$ cat src/rtl/uart_tx_arbiter.sv
// Round-robin arbiter sharing one UART TX byte engine between NUM_REQ message sources.
// A grant is held for a whole message. A source that stalls too long mid-message loses the grant.
module uart_tx_arbiter #(
  parameter int unsigned NUM_REQ = 4,
  parameter int unsigned MAX_GAP = 1024
) (
  input  logic                   clock,
  input  logic                   reset,
  input  logic [NUM_REQ-1:0]     req_valid,
  input  logic [8*NUM_REQ-1:0]   req_data,
  input  logic [NUM_REQ-1:0]     req_last,
  output logic [NUM_REQ-1:0]     req_ready,
  output logic [NUM_REQ-1:0]     grant,
  output logic                   tx_start,
  output logic [7:0]             tx_data,
  input  logic                   tx_done,
  output logic                   busy,
  output logic                   abort
);

  localparam int unsigned PW = (NUM_REQ > 1) ? $clog2(NUM_REQ) : 1;
  localparam int unsigned GW = (MAX_GAP > 1) ? $clog2(MAX_GAP) : 1;

  typedef enum logic [1:0] {IDLE, LOAD, WAIT} state_t;

  state_t               state_q, state_d;
  logic [NUM_REQ-1:0]   grant_q, grant_d;
  logic [PW-1:0]        gidx_q, gidx_d;
  logic [PW-1:0]        rr_q, rr_d;
  logic [GW-1:0]        gap_q, gap_d;
  logic                 last_q, last_d;
  logic [7:0]           data_q, data_d;
  logic                 start_q, start_d;
  logic                 abort_q, abort_d;

  logic [PW-1:0]        pick;
  logic                 found;
  logic [PW-1:0]        rr_next;
  logic                 sel_valid;
  logic [7:0]           sel_data;

  // First valid requester at or after rr_q, wrapping modulo NUM_REQ.
  always_comb begin : arb
    int unsigned idx;
    logic [PW-1:0] pidx;
    idx   = 0;
    pidx  = '0;
    pick  = '0;
    found = 1'b0;
    for (int unsigned k = 0; k < NUM_REQ; k++) begin
      idx = 32'(rr_q) + k;
      if (idx >= NUM_REQ) idx = idx - NUM_REQ;
      pidx = PW'(idx);
      if (!found && req_valid[pidx]) begin
        found = 1'b1;
        pick  = pidx;
      end
    end
  end

  assign rr_next   = (gidx_q == PW'(NUM_REQ - 1)) ? '0 : gidx_q + PW'(1);
  assign sel_valid = req_valid[gidx_q];
  assign sel_data  = req_data[{gidx_q, 3'b000} +: 8];

  always_comb begin
    state_d   = state_q;
    grant_d   = grant_q;
    gidx_d    = gidx_q;
    rr_d      = rr_q;
    gap_d     = gap_q;
    last_d    = last_q;
    data_d    = data_q;
    start_d   = 1'b0;
    abort_d   = 1'b0;
    req_ready = '0;
    case (state_q)
      IDLE: begin
        if (found) begin
          grant_d       = '0;
          grant_d[pick] = 1'b1;
          gidx_d        = pick;
          gap_d         = '0;
          state_d       = LOAD;
        end
      end
      LOAD: begin
        if (sel_valid) begin
          req_ready[gidx_q] = 1'b1;
          data_d            = sel_data;
          last_d            = req_last[gidx_q];
          gap_d             = '0;
          start_d           = 1'b1;
          state_d           = WAIT;
        end else if (MAX_GAP != 0) begin
          if (gap_q == GW'(MAX_GAP - 1)) begin
            abort_d = 1'b1;
            grant_d = '0;
            rr_d    = rr_next;
            gap_d   = '0;
            state_d = IDLE;
          end else begin
            gap_d = gap_q + GW'(1);
          end
        end
      end
      WAIT: begin
        if (tx_done) begin
          if (last_q) begin
            grant_d = '0;
            rr_d    = rr_next;
            state_d = IDLE;
          end else begin
            state_d = LOAD;
          end
        end
      end
      default: state_d = IDLE;
    endcase
  end

  always_ff @(posedge clock) begin
    if (reset) begin
      state_q <= IDLE;
      grant_q <= '0;
      gidx_q  <= '0;
      rr_q    <= '0;
      gap_q   <= '0;
      last_q  <= 1'b0;
      data_q  <= '0;
      start_q <= 1'b0;
      abort_q <= 1'b0;
    end else begin
      state_q <= state_d;
      grant_q <= grant_d;
      gidx_q  <= gidx_d;
      rr_q    <= rr_d;
      gap_q   <= gap_d;
      last_q  <= last_d;
      data_q  <= data_d;
      start_q <= start_d;
      abort_q <= abort_d;
    end
  end

  assign grant    = grant_q;
  assign tx_start = start_q;
  assign tx_data  = data_q;
  assign abort    = abort_q;
  assign busy     = (state_q != IDLE);

endmodule
$ cat config.mk
export PLATFORM = sky130hd
export DESIGN_NAME = uart_tx_arbiter
export DESIGN_NICKNAME = d
export VERILOG_FILES = /design/src/rtl/uart_tx_arbiter.sv
export SDC_FILE = /design/constraint.sdc
export NUM_CORES = 1
export LEC_CHECK = 0
export BUFFER_PORTS_ARGS = -buffer_cell sky130_fd_sc_hd__buf_4
export CAP_MARGIN = 10
export CORE_ASPECT_RATIO = 1.4
export CORE_MARGIN = 4
export CORE_UTILIZATION = 54
export CTS_CLUSTER_SIZE = 30
export DETAILED_ROUTE_END_ITERATION = 8
export HOLD_SLACK_MARGIN = 0.08
export MAX_ROUTING_LAYER = met4
export PLACE_DENSITY_LB_ADDON = 0.3
export SYNTH_ARGS = -nofsm -noshare
export SYNTH_HDL_FRONTEND = slang
export SYNTH_SLANG_ARGS = --single-unit
$ cat constraint.sdc
create_clock -name clock -period 5.45 [get_ports clock]
set_clock_uncertainty 0.15 [all_clocks]
set_input_delay 0.2725 -clock clock [delete_from_list [all_inputs] [get_ports clock]]
set_output_delay 0.2725 -clock clock [all_outputs]
set_load 0.02 [all_outputs]
; Yosys cells after proc, flatten, opt, wreduce, memory -nomap -nowiden
; Index checks and enable logic that the tools add are counted.
; Widths: inputs -> output; s select.
[op_classes]
n_addsub = 9
n_bitwise = 1
n_eq_ne = 10
n_mux = 54
shift = 1
reduce_logical = 21
magnitude_cmp = 12
[op_table]
columns = cell, count
row1 = $mux 2, 17
row2 = $shiftx 32x6->8, 1
row3 = $mux 10, 3
row4 = $mux 4, 7
row5 = $pmux 10 s2, 1
row6 = $lt 2x3->1 const B, 6
row7 = $mux 1, 15
row8 = $bmux 1 s2, 6
row9 = $pmux 4 s3, 1
row10 = $add 10x1->10 const B, 1
row11 = $eq 10x10->1 const B, 1
row12 = $ne 2x2->1 const B, 5
row13 = $ge 3x3->1 const B, 3
row14 = $sub 2x1->2 const B, 4
row15 = $add 2x2->3 const B, 2
row16 = $pmux 2 s3, 1
row17 = $reduce_and 2->1, 3
row18 = $reduce_and 6->1, 1
row19 = $reduce_bool 2->1, 3
row20 = $logic_and 1x1->1, 5
row21 = $reduce_and 5->1, 1
row22 = $demux 1 s2, 2
row23 = $eq 2x2->1 const B, 2
row24 = $ge 2x1->1 const B, 2
row25 = other kinds (13), 15
[totals]
output_inout_bits = 19
ff_bits = 31
inputBits = 43
wordCells = 117

; Depth between registers and ports, before layout
[depth]
ltp_word = 20
depth_mapped = 7
mapped_depth_nobuf = 6

; Worst setup path before layout
; OpenSTA, ideal clock, no wires.
[synth_timing]
kind = reg-to-reg
startpoint = register gidx_q[0]
endpoint = register rr_q[0]
arrival_ns = 2.148
synth_period_minus_slack_ns = 2.419
path_buffers = 0
setup_slack_ns = 3.031
setup_ns = 0.121
required_time_ns = 5.179
stages_incl_launch_ff = 5
path_cell_list = dfxtp_1 > mux4_2 > o41a_1 > nor3_1 > mux2_2
[synth_between]
elab_chain_len = 5
elab_cells_between_ends = 12
classes_between = 1 x add/sub / 2 x eq/ne / 8 x mux / 1 x reduce/logical
[synth_lines]
columns = item, line_no
row1 = "start, declared", 28  ; logic [PW-1:0] gidx_q, gidx_d;
row2 = "start signal, assigned", 135  ; gidx_q <= gidx_d;
row3 = $add 2x1->2 / $eq 2x2->1 (equally long branches), 61  ; assign rr_next = (gidx_q == PW'(NUM_REQ - 1)) ? '0 : gidx_q + PW'(1);
row4 = $mux 2, 61
row5 = "$mux 2, on equally long branches", "108, 95"
row6 = "$mux 2, on equally long branches", "107, 87"
row7 = $pmux 2 s2, 76  ; case (state_q)
row8 = "end signal, assigned", 136  ; rr_q <= rr_d;
row9 = "end, declared", 29  ; logic [PW-1:0] rr_q, rr_d;
; Several ways; a longest one is shown, not always the timed one. The select of a mux whose other input is x is not followed.
; A chain may end at the register's enable or synchronous reset.

; Final worst setup path
; Same ends and word-level chain as after synthesis.

==> results.sh <==
export IMPL_max_freq_mhz=327
export IMPL_drtPass1Iterations=4
export IMPL_htree_levels=2
export IMPL_cts_hold_buf=0
export IMPL_met2_length_um=2830
export IMPL_leakage_uw=0.000989
export IMPL_crit_chain="mux4_2 -> o41a_1 -> nor3_1 -> mux2_2"
export IMPL_ys_types=40
export IMPL_critPathKind="reg -> reg"
export IMPL_synth_cells_most_frequent="38 x nand2_1, 31 x dfxtp_1, 16 x a21oi_1"
export IMPL_cts_inserted_buffers=5
export IMPL_final_core_util_pct=72.9
export IMPL_synthArstFlopShare_pct=0
export IMPL_die_h_um=77.6
export IMPL_met3_length_um=213
export IMPL_fin_crit_sh_pct=56.1
export IMPL_track_usage_pct=23.2
export IMPL_place_area_um2=2340
export IMPL_ir_drop_uv=282
export IMPL_clkPwrFrac_pct=21.4
export IMPL_tritoncts="built"
export IMPL_crit_fanout=15
export IMPL_p_int_uw=562
export IMPL_final_nets=325
export IMPL_drv_slew=0
export IMPL_p_sw_share_pct=39.1
export IMPL_start_kind="flop"
export IMPL_synthFlopType="dfxtp_1"
export IMPL_die_w_um=57.7
export IMPL_p_seq_share_pct=33.5
export IMPL_initial_core_util_pct=55.9
export IMPL_die_area_um2=4480
export IMPL_cts_max_path_buffers=2
export IMPL_drt_iter0_markers=77
export IMPL_grt_pass1_vias=1710
export IMPL_hold_path_class="in -> reg"
export IMPL_tns_ps=0
export IMPL_postSynthCellCount=215
export IMPL_worstMarginPinSlew_ps=1070
export IMPL_detail_route_vias_per_cell=6.04
export IMPL_cts_sinks=31
export IMPL_fin_crit_ps=3060
export IMPL_hold_ws_ps=209
export IMPL_fin_area_um2=2440
export IMPL_top_layer="met4"
export IMPL_p_comb_share_pct=45.1
export IMPL_placementRows=25
export IMPL_synth_largest_area_cell="dfxtp_1"
export IMPL_io_buffers=61
export IMPL_outcome="finished clean"
export IMPL_antenna_left=0
export IMPL_via_count=1898
export IMPL_syn_area_per_cell_um2=8.70
export IMPL_drive_above_1_share_pct=30.3
export IMPL_ys_seq_elements=31
export IMPL_wl_per_cell_um=16.0
export IMPL_grt_max_degree=27
export IMPL_gp_congestion=0.844
export IMPL_diodes=0
export IMPL_ys_top_cells_by_area="dfxtp_1 33%, mux4_2 12%, nand2_1 7.6%"
export IMPL_synth_area_um2=1870
export IMPL_yosys_cell_count_top_type="nand2_1"
export IMPL_drcViolationCount=0
export IMPL_synth_nets=267
export IMPL_power_uw=924
export IMPL_path_delay_family="multiplexers"
export IMPL_cts_root_buf="clkbuf_8"
export IMPL_hold_viol=0
export IMPL_grt_first_pass_wirelength_um=7800
export IMPL_setup_violations=0
export IMPL_clk_latency_ps=280
export IMPL_cp_arrival_ps=3080
export IMPL_critPathRequiredTime_ps=5470
export IMPL_cap_viol_max_count=0
export IMPL_yosysWarnings=0
export IMPL_area_growth_pct=30.5
export IMPL_routed_wl_um=5030
export IMPL_antenna_found_initial=0
export IMPL_slowest_stage="dfxtp_1"
export IMPL_io_pins=62
export IMPL_critical_path_max_stage_delay_ps=820
export IMPL_cts_clk_slew_worst_paths_ps=60
export IMPL_power_density_nw_per_um2=378
export IMPL_p_sw_uw=361
export IMPL_netlist_area_leader_share_pct=33.2
export IMPL_seq_area_frac_synth_pct=33.2
export IMPL_wl_met1_um=1820
export IMPL_fillCellCount=265
export IMPL_hpwlAfterDp_um=3690
export IMPL_synth_edf_count=0
export IMPL_cts_setup_buffers=0
export IMPL_coreArea_um2=3350
export IMPL_relSlewSlack_pct=28.2
export IMPL_cts_resized=0
export IMPL_end_kind="flop"
export IMPL_cp_buffers_inverters=0
export IMPL_rsz0062_at_grt="no"
export IMPL_globalRouteOverflowTotal=0
## flip-flops by register name (all words and copies together), names as in the netlist
name      cells
abort         1
gap_q        10
gidx_q        2
grant         4
last_q        1
rr_q          2
state_q       2
tx_data       8
tx_start      1
## layout by cell type, fill, tap and decap left out, drive strengths merged, types with 2 or more instances in the layout
cell	netlist	layout
a211oi	2	2
a21oi	16	16
a311oi	3	3
a31oi	6	6
and2	3	3
and3	5	5
buf	2	61
clkbuf	8	8
dfxtp	31	31
ha	9	9
inv	8	8
mux2i	4	4
mux4	10	10
nand2	38	38
nand2b	2	2
nand3	6	6
nand3b	2	2
nand4	5	5
nand4b	3	3
nor2	10	10
nor2b	3	3
nor3	6	6
nor4	4	4
o211ai	4	4
o21ai	4	4
o41ai	6	6
or2	3	3
or3	2	2
## per-layer routing
metal | vias to the layer above | global-route usage, %
met5 | - | -
met4 | 0 | 10.9
met3 | 14 | 4.49
met2 | 51 | 40.7
met1 | 911 | 24.3
li1 | 922 | -
## power by group through the flow
stage	registers (uW)	logic, uW	clock network, uW
final	310	417	198
after global placement	313	403	0
after floorplan	319	275	0
after global routing	318	451	209
after CTS	310	416	198
after detailed placement	314	411	0
## cell type report
class | instances | area (um^2) | share of cell area, %
clock buffer | 8 | 100 | 4.10
inverter | 9 | 33.8 | 1.38
multi-input combinational | 165 | 1180 | 48.3
sequential | 31 | 621 | 25.4
tap | 40 | 50.0 | 2.05
timing repair buffer | 61 | 458 | 18.8
## worst reg2reg max path, stage by stage (launching register included)
cell     delay, ps
dfxtp_1        820
mux4_2         720
o41a_1         540
nor3_1         340
mux2_2         380
## final timing paths
| kind | start | end | slack, ps | cells after the start |
|---|---|---|---|---|
| min | reset | tx_data[0]$_SDFFE_PP0P_ | 210 | 2 |
| min reg2reg | tx_data[0]$_SDFFE_PP0P_ | tx_data[0]$_SDFFE_PP0P_ | 300 | 2 |
| max reg2reg | gidx_q[0]$_SDFFE_PP0P_ | rr_q[0]$_SDFFE_PP0P_ | 2390 | 4 |
| max | gidx_q[0]$_SDFFE_PP0P_ | rr_q[0]$_SDFFE_PP0P_ | 2390 | 4 |
## per-stage QoR
step | cells | worst slack [ps]
finish | 314 | 2390
global route | 314 | 2220
CTS | 314 | 2370
detailed placement | 306 | 2390
global placement | 306 | 2430
floorplan | 215 | 3030
## cells by family (layout without fill, tap and decap cells)
group | count (synthesis) | in the layout | share of synthesized area, %
AND/OR/NAND/NOR | 93 | 93 | 24.7
AO/OA/AOI/OAI | 48 | 48 | 17.5
flip-flops | 31 | 31 | 33.2
buffers and inverters | 19 | 78 | 3.81
multiplexers | 15 | 15 | 14.8
adder cells (fa/ha/maj) | 9 | 9 | 6.02
Note: power is estimated with default switching activity, not from simulation.
